<file path="src/rtl/segment_transition_ctrl_pkg.sv">
// ---------------------------------------------------------------------------
// segment_transition_ctrl_pkg
//
// Shared types and constants for the segment transition controller and its
// trigger evaluator.
//
//   REP_INFINITE         all-ones repetition value at the default width;
//                        a segment with this repetition count loops forever
//   segment_fsm_state_t  controller FSM: ST_RUN (no request armed) and
//                        ST_WAIT (request armed, waiting for its trigger)
//   transition_mode_t    encoding of the TRANSITION_MODE register
//   mode_known()         1 when a mode code is accepted by this build
//
// Configuration macro: SEGMENT_TRANSITION_EXT_EN makes MODE_EXT a known mode.
// ---------------------------------------------------------------------------
package segment_transition_ctrl_pkg;

  localparam int REP_W_DEFAULT = 16;
  localparam logic [REP_W_DEFAULT-1:0] REP_INFINITE = '1;

  typedef enum logic {
    ST_RUN  = 1'b0,
    ST_WAIT = 1'b1
  } segment_fsm_state_t;

  typedef enum logic [7:0] {
    MODE_SYNC_IDX = 8'h00,
    MODE_SYS_TIME = 8'h01,
    MODE_GPIO     = 8'h02,
    MODE_EXT      = 8'hF0
  } transition_mode_t;

  function automatic logic mode_known(input logic [7:0] mode);
    logic known;
    known = 1'b0;
    case (mode)
      MODE_SYNC_IDX: known = 1'b1;
      MODE_SYS_TIME: known = 1'b1;
      MODE_GPIO:     known = 1'b1;
`ifdef SEGMENT_TRANSITION_EXT_EN
      MODE_EXT:      known = 1'b1;
`endif
      default:       known = 1'b0;
    endcase
    return known;
  endfunction

endpackage

</file>
<file path="src/rtl/segment_transition_ctrl_trigger.sv">
// ---------------------------------------------------------------------------
// segment_transition_ctrl_trigger
//
// Evaluates the transition condition for the currently armed request and
// raises FIRE for each cycle in which it holds. It keeps no segment state;
// its only storage is the previous-cycle GPIO sample used for edge detection.
//
// Ports
//   CLK, RST    clock, synchronous active-high reset
//   MODE        armed transition mode (transition_mode_t code)
//   VALUE       armed transition value: sys-time target or GPIO index [1:0]
//   SYS_TIME    free-running system time
//   LOOP_END    sampler wrapped its index this cycle
//   STOP        controller STOP flag (segment already finished)
//   GPIO_IN     synchronised GPIO inputs
//   FIRE        condition met this cycle (combinational)
//
// Configuration macro: SEGMENT_TRANSITION_EXT_EN adds MODE_EXT, which fires
// like MODE_SYNC_IDX.
// ---------------------------------------------------------------------------
module segment_transition_ctrl_trigger
  import segment_transition_ctrl_pkg::*;
#(
  parameter int SYS_TIME_W = 64
) (
  input  logic                  CLK,
  input  logic                  RST,
  input  logic [7:0]            MODE,
  input  logic [SYS_TIME_W-1:0] VALUE,
  input  logic [SYS_TIME_W-1:0] SYS_TIME,
  input  logic                  LOOP_END,
  input  logic                  STOP,
  input  logic [3:0]            GPIO_IN,
  output logic                  FIRE
);

  logic [3:0] gpio_prev_q;
  logic [1:0] gpio_sel;

  assign gpio_sel = VALUE[1:0];

  always_ff @(posedge CLK) begin
    if (RST) begin
      gpio_prev_q <= 4'b0000;
    end else begin
      gpio_prev_q <= GPIO_IN;
    end
  end

  always_comb begin
    FIRE = 1'b0;
    case (MODE)
      // A stopped segment produces no further LOOP_END, so STOP stands in
      // for the loop boundary that will never come.
      MODE_SYNC_IDX: FIRE = LOOP_END || STOP;
      MODE_SYS_TIME: FIRE = (SYS_TIME >= VALUE);
      MODE_GPIO:     FIRE = GPIO_IN[gpio_sel] && !gpio_prev_q[gpio_sel];
`ifdef SEGMENT_TRANSITION_EXT_EN
      MODE_EXT:      FIRE = LOOP_END || STOP;
`endif
      default:       FIRE = 1'b0;
    endcase
  end

endmodule

</file>
<file path="src/rtl/segment_transition_ctrl.sv">
// ---------------------------------------------------------------------------
// segment_transition_ctrl
//
// N-segment playback controller for one modulation/STM engine. Tracks the
// active segment, counts loop repetitions, raises STOP when a finite
// repetition count is used up, and swaps segments when an armed request's
// trigger fires (SYNC_IDX, SYS_TIME, GPIO, optionally EXT).
//
// Ports
//   CLK, RST          clock, synchronous active-high reset
//   UPDATE            one-cycle pulse: latch REQ_SEGMENT/TRANSITION_MODE/
//                     TRANSITION_VALUE as the pending request
//   REQ_SEGMENT       requested segment
//   TRANSITION_MODE   transition_mode_t code
//   TRANSITION_VALUE  sys-time target (SYS_TIME) or GPIO index [1:0] (GPIO)
//   REP               per-segment repetition counts, segment s at
//                     [s*REP_W +: REP_W]; loop plays REP+1 times, all-ones
//                     means infinite
//   LOOP_END          sampler index wrapped to 0 this cycle
//   SYS_TIME          free-running system time
//   GPIO_IN           synchronised GPIO inputs
//   SEGMENT           active segment
//   SWAP              one-cycle pulse in the cycle SEGMENT changes
//   STOP              finite repetitions exhausted (sticky until a swap)
//   PENDING           request armed, not yet taken
//   REQ_ERR           one-cycle pulse: UPDATE rejected
//   DBG_STATE         FSM state (segment_fsm_state_t)
//   DBG_REP_CNT       repetition counter of the active segment
//
// Handshake: UPDATE, LOOP_END are single-cycle strobes with no back-pressure;
// SWAP and REQ_ERR are single-cycle strobes, all outputs are registered.
//
// Configuration macro: SEGMENT_TRANSITION_EXT_EN enables EXT mode, which
// swaps like SYNC_IDX and then auto-advances to the next segment each time
// the active one finishes, never asserting STOP, until the next accepted
// UPDATE. Without the macro EXT is rejected like any unknown mode.
// ---------------------------------------------------------------------------
module segment_transition_ctrl
  import segment_transition_ctrl_pkg::*;
#(
  parameter int NUM_SEGMENT = 2,
  parameter int REP_W       = 16,
  parameter int SYS_TIME_W  = 64,
  localparam int SEG_W      = $clog2(NUM_SEGMENT)
) (
  input  logic                         CLK,
  input  logic                         RST,
  input  logic                         UPDATE,
  input  logic [SEG_W-1:0]             REQ_SEGMENT,
  input  logic [7:0]                   TRANSITION_MODE,
  input  logic [SYS_TIME_W-1:0]        TRANSITION_VALUE,
  input  logic [NUM_SEGMENT*REP_W-1:0] REP,
  input  logic                         LOOP_END,
  input  logic [SYS_TIME_W-1:0]        SYS_TIME,
  input  logic [3:0]                   GPIO_IN,
  output logic [SEG_W-1:0]             SEGMENT,
  output logic                         SWAP,
  output logic                         STOP,
  output logic                         PENDING,
  output logic                         REQ_ERR,
  output logic                         DBG_STATE,
  output logic [REP_W-1:0]             DBG_REP_CNT
);

  segment_fsm_state_t     state_q;
  logic [SEG_W-1:0]       segment_q;
  logic [SEG_W-1:0]       req_seg_q;
  logic [7:0]             mode_q;
  logic [SYS_TIME_W-1:0]  value_q;
  logic [REP_W-1:0]       rep_cnt_q;
  logic                   swap_q;
  logic                   stop_q;
  logic                   pending_q;
  logic                   req_err_q;
  logic                   ext_q;

  logic [REP_W-1:0]       rep_cur;
  logic                   rep_finite;
  logic                   rep_done;
  logic                   req_valid;
  logic                   accept;
  logic                   fire;
  logic                   take;
  logic                   adv;
  logic [SEG_W-1:0]       seg_next;

  assign rep_cur    = REP[int'(segment_q)*REP_W +: REP_W];
  assign rep_finite = (rep_cur != {REP_W{1'b1}});
  // The loop boundary that completes the last repetition of this segment.
  assign rep_done   = LOOP_END && rep_finite && (rep_cnt_q == rep_cur);

  assign req_valid  = (int'(REQ_SEGMENT) < NUM_SEGMENT) && mode_known(TRANSITION_MODE);
  assign accept     = UPDATE && req_valid;

  // An accepted UPDATE replaces the armed request, so it suppresses a
  // trigger firing for the request it replaces.
  assign take       = (state_q == ST_WAIT) && fire && !accept;

  // Auto-advance only ever happens in EXT playback; ext_q is constant 0
  // otherwise.
  assign adv        = ext_q && rep_done;
  assign seg_next   = (int'(segment_q) == NUM_SEGMENT - 1) ? '0 : segment_q + 1'b1;

  segment_transition_ctrl_trigger #(
    .SYS_TIME_W (SYS_TIME_W)
  ) u_transition_trigger (
    .CLK      (CLK),
    .RST      (RST),
    .MODE     (mode_q),
    .VALUE    (value_q),
    .SYS_TIME (SYS_TIME),
    .LOOP_END (LOOP_END),
    .STOP     (stop_q),
    .GPIO_IN  (GPIO_IN),
    .FIRE     (fire)
  );

`ifndef SEGMENT_TRANSITION_EXT_EN
  assign ext_q = 1'b0;
`endif

  always_ff @(posedge CLK) begin
    if (RST) begin
      state_q   <= ST_RUN;
      segment_q <= '0;
      req_seg_q <= '0;
      mode_q    <= 8'h00;
      value_q   <= '0;
      rep_cnt_q <= '0;
      swap_q    <= 1'b0;
      stop_q    <= 1'b0;
      pending_q <= 1'b0;
      req_err_q <= 1'b0;
`ifdef SEGMENT_TRANSITION_EXT_EN
      ext_q     <= 1'b0;
`endif
    end else begin
      swap_q    <= 1'b0;
      req_err_q <= 1'b0;

      // Segment / repetition bookkeeping. A swap takes priority over a
      // coincident LOOP_END, which is then not counted on the new segment.
      if (take) begin
        segment_q <= req_seg_q;
        rep_cnt_q <= '0;
        stop_q    <= 1'b0;
        swap_q    <= 1'b1;
        state_q   <= ST_RUN;
        pending_q <= 1'b0;
`ifdef SEGMENT_TRANSITION_EXT_EN
        ext_q     <= (mode_q == MODE_EXT);
`endif
      end else if (adv) begin
        segment_q <= seg_next;
        rep_cnt_q <= '0;
        swap_q    <= 1'b1;
      end else if (LOOP_END && rep_finite) begin
        // rep_cnt stops at REP, which is below all-ones, so it cannot wrap.
        if (rep_cnt_q == rep_cur) begin
          stop_q <= 1'b1;
        end else begin
          rep_cnt_q <= rep_cnt_q + 1'b1;
        end
      end

      // Request handling; take is never set in the same cycle as accept.
      if (UPDATE) begin
        if (req_valid) begin
          req_seg_q <= REQ_SEGMENT;
          mode_q    <= TRANSITION_MODE;
          value_q   <= TRANSITION_VALUE;
          state_q   <= ST_WAIT;
          pending_q <= 1'b1;
`ifdef SEGMENT_TRANSITION_EXT_EN
          ext_q     <= 1'b0;
`endif
        end else begin
          req_err_q <= 1'b1;
        end
      end
    end
  end

  assign SEGMENT     = segment_q;
  assign SWAP        = swap_q;
  assign STOP        = stop_q;
  assign PENDING     = pending_q;
  assign REQ_ERR     = req_err_q;
  assign DBG_STATE   = state_q;
  assign DBG_REP_CNT = rep_cnt_q;

endmodule

</file>
<file path="config.mk">
export PLATFORM = sky130hd
export DESIGN_NAME = segment_transition_ctrl
export DESIGN_NICKNAME = d
export VERILOG_FILES = /design/src/rtl/segment_transition_ctrl_pkg.sv /design/src/rtl/segment_transition_ctrl_trigger.sv /design/src/rtl/segment_transition_ctrl.sv
export SDC_FILE = /design/constraint.sdc
export NUM_CORES = 1
export LEC_CHECK = 0
export BUFFER_PORTS_ARGS = -buffer_cell sky130_fd_sc_hd__clkbuf_2
export CAP_MARGIN = 25
export CORE_ASPECT_RATIO = 1.4
export CORE_MARGIN = 1.5
export CORE_UTILIZATION = 50
export CTS_BUF_LIST = sky130_fd_sc_hd__clkbuf_16
export DETAILED_ROUTE_END_ITERATION = 8
export PLACE_DENSITY_LB_ADDON = 0.05
export SLEW_MARGIN = 0
export SYNTH_ARGS = -nofsm -noshare
export SYNTH_HDL_FRONTEND = slang
export SYNTH_HIERARCHICAL = 1
export SYNTH_SLANG_ARGS = --single-unit
</file>
<file path="constraint.sdc">
create_clock -name CLK -period 4.3 [get_ports CLK]
set_input_delay 0.645 -clock CLK [delete_from_list [all_inputs] [get_ports CLK]]
set_output_delay 0.645 -clock CLK [all_outputs]
set_load 0.005 [all_outputs]
</file>
---- Yosys cells after proc, flatten, opt, wreduce, memory -nomap -nowiden ----
Index checks and enable logic that the tools add are counted.
storage, ports and cells
  memories ................................ 0
  memory bits (read-only) ................. 0
  bits in latches ......................... 0
  RAM bits ................................ 0
  register bits ........................... 99
operators by class
  reduce and logical (&&, ||, !) cells .... 16
  equality and inequality tests ........... 6
  bitwise operators ....................... 2
  add/subtract/negate cells ............... 1
  magnitude comparators ................... 2
  divide/modulo/power cells ............... 0
  $mul .................................... 0
  muxes and demuxes ....................... 14
  shift-type cells ........................ 1
operator list
  kind                     count
  $ge A64 B64 Y1           1
  $shiftx A32 B6 Y16       1
  $add A16 B1 Y16 const B  1
  $eq A16 B16 Y1           1
  $eq A8 B1 Y1 const B     2
  $eq A8 B2 Y1 const B     2
  $logic_not A8 Y1         2
  $ne A16 B16 Y1 const B   1
  $mux W1                  11
  $reduce_and A2 Y1        3
  $logic_and A1 B1 Y1      5
  $bmux W1 S2              2
  $reduce_or A2 Y1         2
  $lt A2 B3 Y1 const B     1
  $pmux W1 S3              1
  $reduce_or A3 Y1         1
  $logic_not A1 Y1         2
  $not A1 Y1               2
  $logic_or A1 B1 Y1       1

---- Longest topological paths before layout ----
  depth after elaboration ................. 10
  depth in mapped cells ................... 11
  gate-level depth less buffers ........... 11

---- Hierarchy ----
The synthesis kept the hierarchy.
by module, submodules not included
  module                           times used  area an instance (µm²)  cells an instance  seq. area each (µm²)
  segment_transition_ctrl          1           3,968.8                 482                1,901.8
  segment_transition_ctrl_trigger  1           1,775.5                 243                80.1

---- Worst setup path after synthesis ----
Ideal clock, no wire load.
  path kind ............................... input -> register
  start ................................... input port SYS_TIME[0]
  end ..................................... register rep_cnt_q[12] (netlist: DBG_REP_CNT[12])
  data arrival time ....................... 2,849 ps
  stages .................................. 11
  data required time ...................... 4,240 ps
  slack ................................... 1,391 ps
  cell sequence ........................... inv_1 -> ha_1 -> nand2b_1 -> a2111oi_2 -> nor4b_1 -> o311ai_1 -> and3_1 -> o211ai_1 -> a31o_2 -> or4_1 -> nand2_1
on the way
  cells in the longest elaborated chain, start to end .. 5
ends and longest elaborated chain
  what                               line                                   source
  start: declaration                 segment_transition_ctrl.sv:54          input logic [SYS_TIME_W-1:0] SYS_TIME,
  $ge A64 B64 Y1                     segment_transition_ctrl_trigger.sv:56  MODE_SYS_TIME: FIRE = (SYS_TIME >= VALUE);
  $pmux W1 S3                        segment_transition_ctrl_trigger.sv:52  case (MODE)
  named net fire                     segment_transition_ctrl.sv:82          logic fire;
  $logic_and A1 B1 Y1 (2 in series)  segment_transition_ctrl.sv:97          assign take = (state_q == ST_WAIT) && fire && !accept;
  $reduce_or A2 Y1 (no source line)  -
  end signal: assignment             segment_transition_ctrl.sv:162         rep_cnt_q <= rep_cnt_q + 1'b1;
  end: declaration                   segment_transition_ctrl.sv:70          logic [REP_W-1:0] rep_cnt_q;
The timed path passes the listed nets, and every way through them passes these cells.
A chain may end at the register's enable or synchronous reset.

---- Worst setup path after layout ----
  start ................................... register value_q[0]
  end ..................................... register rep_cnt_q[12] (netlist: DBG_REP_CNT[12])
on the way
  cells in the longest elaborated chain, start to end .. 8
ends and longest elaborated chain
  what                                                    line                                   source
  start: declaration                                      segment_transition_ctrl.sv:69          logic [SYS_TIME_W-1:0] value_q;
  start signal: assignment                                segment_transition_ctrl.sv:128         value_q <= '0;
  start signal: assignment                                segment_transition_ctrl.sv:171         value_q <= TRANSITION_VALUE;
  branches (longest 4 deep; another with $ge A64 B64 Y1)  -
  $pmux W1 S3 (*)                                         segment_transition_ctrl_trigger.sv:52
  named net fire                                          segment_transition_ctrl.sv:82
  $logic_and A1 B1 Y1 (*) (2 in series)                   segment_transition_ctrl.sv:97
  $reduce_or A2 Y1 (no source line) (*)                   -
Mark *: on every way through the listed nets, which the timed path passes. The select of a mux whose other input is x is not followed.

==> reports/qor.csv <==
stage;metric;value;unit
status;outcome;complete, no violations;
clocking;clk sinks;99;
min_path;hold endpoint;value_q[27]$_SDFFE_PP0P_;
critical_path;worst path required time;4.59;ns
sta;Final period util;0.6938;
synth;syn_nets;967;
synth;Post-synth EDFFs;0;
global_route;number of global-route vias before repair;5405;
global_route;largest net degree at the start of global routing;64;
clocking;Skew-Pair Late Insertion Delay;0.35;ns
synth;Synth area leaders;dfxtp_1 (35%), ha_1 (14%), nand2_1 (9.9%);
critical_path;worst path cell trace;ha_1 -> nand2b_1 -> a2111oi_2 -> nor4b_1 -> o311ai_1 -> and3_1 -> o211ai_1 -> a31o_2 -> or4_1 -> nand2_1;
clocking;setup bufs post-CTS;0;
layout;Area growth syn-to-layout;23.15;%
synth;number of synthesized register bits;99;
layout;leading cell type in the layout, fill and taps excluded;clkbuf_2;
route;DR vias;5668;
layout;layout cells sized above 1;0.2456;
critical_path;Worst Path Max Fanout;15;
place;port bufs;198;
sta;setup violators final;0;
route;drt first pass iters;5;
route;Avg WL per Cell;14.29;um
route;# DRC;0;
critical_path;Worst Path Buf+Inv;0;
sta;Final Critical Period;2.983;ns
clocking;CTS root buffer;clkbuf_16;
global_route;global-route wire length before repair;23720;um
sta;Slew @ Worst Pin;0.8753;ns
sta;RSZ-0062 raised after global routing;false;
min_path;Worst Hold Class;register to register;
critical_path;Worst setup SP type;register;
route;ANT nets after route;0;
die;IO Pins;199;
route;DR iter-0 viols;143;
clocking;H-Tree Depth;3;
synth;library cells used by synthesis;52;
critical_path;Critical-path top delay cell;or4_1;
synth;Mean Syn Cell Area;7.923;um^2
synth;cell count after synthesis;725;
sta;worst-case clock skew;0.007521;ns
critical_path;Reg-to-Reg Start;value_q[0]$_SDFFE_PP0P_;
die;Die Ht;129.8;um
global_route;initial antenna violation count;0;
clocking;post-cts resize count;0;
min_path;hold depth;2;
power;PD cells;269.8;mW/mm^2
die;starting density of the core;0.5092;
route;vias per std cell;5.367;
die;FP Rows;46;
global_route;Overflow after GRT;0;
critical_path;Crit. End Element;register;
sta;Max Clk Rate;0.3352;GHz
layout;# nets final;1149;
critical_path;worst reg2reg path depth;10;
die;Die ar.;0.01215;mm^2
clocking;CTS tree;built;
critical_path;worst path arrival time;3.28;ns
job;Max Cap Violations;0;
critical_path;kind of cell adding the most delay to the critical path;compound AO/OA/AOI/OAI gates;
sta;Worst slew margin;0.4164;
critical_path;Worst Setup Path Type;register to register;
route;Routed Wire Length;15100;um
critical_path;reg2reg end;DBG_REP_CNT[12]$_SDFFE_PP0P_;
clocking;CTS Buffer Depth;2;
synth;ys flop type;dfxtp_1;
power;Leak;2.890;nW
sta;count of final max-slew check failures;0;
critical_path;WP depth;10;
place;pre-CTS setup slack;0.9345;ns
critical_path;max incr delay on CP;0.52;ns
layout;fillers;1069;
layout;commonest cells after routing, fill and taps aside;clkbuf_2 (198), nand2_1 (152), a21oi_1 (105);
critical_path;FF-to-FF setup slack;1.32;ns
place;DP HPWL;11800;um
layout;# diodes;0;
synth;fraction of registers with async set/reset;0;
sta;post-route worst setup slack;1.317;ns
global_route;Global Route Usage Sum;0.2448;
clocking;Clk pin slew, worst setup/hold paths;0.07;ns
min_path;HP Start;value_q[27]$_SDFFE_PP0P_;
synth;yosys warns;6;
sta;Hold Fails Final Rpt;0;
die;CORE AREA;0.01128;mm^2
synth;Synth area leader;dfxtp_1;
die;Die X-Extent;93.59;um
sta;final setup TNS;0;ns
power;maximum vdd drop;176.7;uV
synth;sequential share of the synthesized area;0.3450;
clocking;TritonCTS Buffers;9;
clocking;Post-CTS Hold Fix Bufs;0;
synth;Post-Syn Area;0.005744;mm^2
synth;top cell type's share of synthesized area;0.3450;
place;routability congestion estimate;0.9065;
how the worst max path moves through the flow:
stage | startpoint | to | slack [ns]
6_report | value_q[0]$_SDFFE_PP0P_ | DBG_REP_CNT[12]$_SDFFE_PP0P_ | 1.32
5_1_grt | value_q[0]$_SDFFE_PP0P_ | DBG_REP_CNT[12]$_SDFFE_PP0P_ | 1.04
2_1_floorplan | SYS_TIME[0] | DBG_REP_CNT[12]$_SDFFE_PP0P_ | 1.39
3_3_place_gp | SYS_TIME[0] | DBG_REP_CNT[12]$_SDFFE_PP0P_ | 1.01
4_1_cts | value_q[0]$_SDFFE_PP0P_ | DBG_REP_CNT[12]$_SDFFE_PP0P_ | 1.29
3_5_place_dp | SYS_TIME[0] | DBG_REP_CNT[12]$_SDFFE_PP0P_ | 0.93
registers in the layout, summed over array words and instances (netlist names):
register and cells:
DBG_REP_CNT 16, DBG_STATE 1, PENDING 1, REQ_ERR 1
SEGMENT 1, STOP 1, SWAP 1, mode_q 8
req_seg_q 1, u_transition_trigger/gpio_prev_q 4, value_q 64
tightest hold or removal path, stage by stage (launching register included):
cell and delay (ns):
dfxtp_1 0.31, nand2_1 0.05, a21oi_1 0.05
per-layer routing:
layer | track usage | routed length (um)
met5 | 0 | 0
met4 | 0.1212 | 449
met3 | 0.04079 | 795
met2 | 0.4514 | 7809
met1 | 0.2683 | 6041
report_power, final:
part	switching, mW	internal (mW)	total [mW]
logic	0.110	0.112	0.222
registers	0.00529	0.922	0.928
clock network	0.364	0.396	0.760
area by class of cell:
type	count	area, um^2	area share
Multi-Input combinational cell	528	3361	0.4751
Timing Repair Buffer	203	1028	0.1454
Inverter	66	247.7	0.03502
Sequential cell	99	1982	0.2802
Tap cell	144	180.2	0.02547
Clock inverter	7	50.05	0.007075
Clock buffer	9	225.2	0.03184
metrics by stage:
step	power, mW	utilization	hold slack, ns	area (um^2)	instances
2_1_floorplan	1.050	-	0.4302	5744	725
3_3_place_gp	1.160	0.6027	0.4420	6799	1040
3_5_place_dp	1.169	0.6027	0.4468	6799	1040
4_1_cts	1.926	0.6271	0.4555	7074	1056
5_1_grt	1.993	0.6271	0.4700	7074	1056
6_report	1.909	0.6271	0.4541	7074	1056
logic make-up (layout without fill, tap and decap cells):
logic type	after synthesis	count (layout)	share of synthesized area
and+or+nand+nor	266	266	0.2198
AOI/OAI and AO/OA	164	164	0.1686
DFF	99	99	0.3450
buffers and inverters	98	285	0.07101
adders and majority gates	65	65	0.1416
muxes	17	17	0.02962
xor gates and xnor gates	16	16	0.02439
cells in the mapped netlist, types with 11 or more instances:
master,count
a21oi_1,105
clkbuf_1,24
dfxtp_1,99
ha_1,65
inv_1,66
mux2i_1,17
nand2_1,152
nand3_1,22
nand4_1,22
nor2_1,14
o31ai_1,11
xor2_1,16
(Power assumes the default switching activity.)
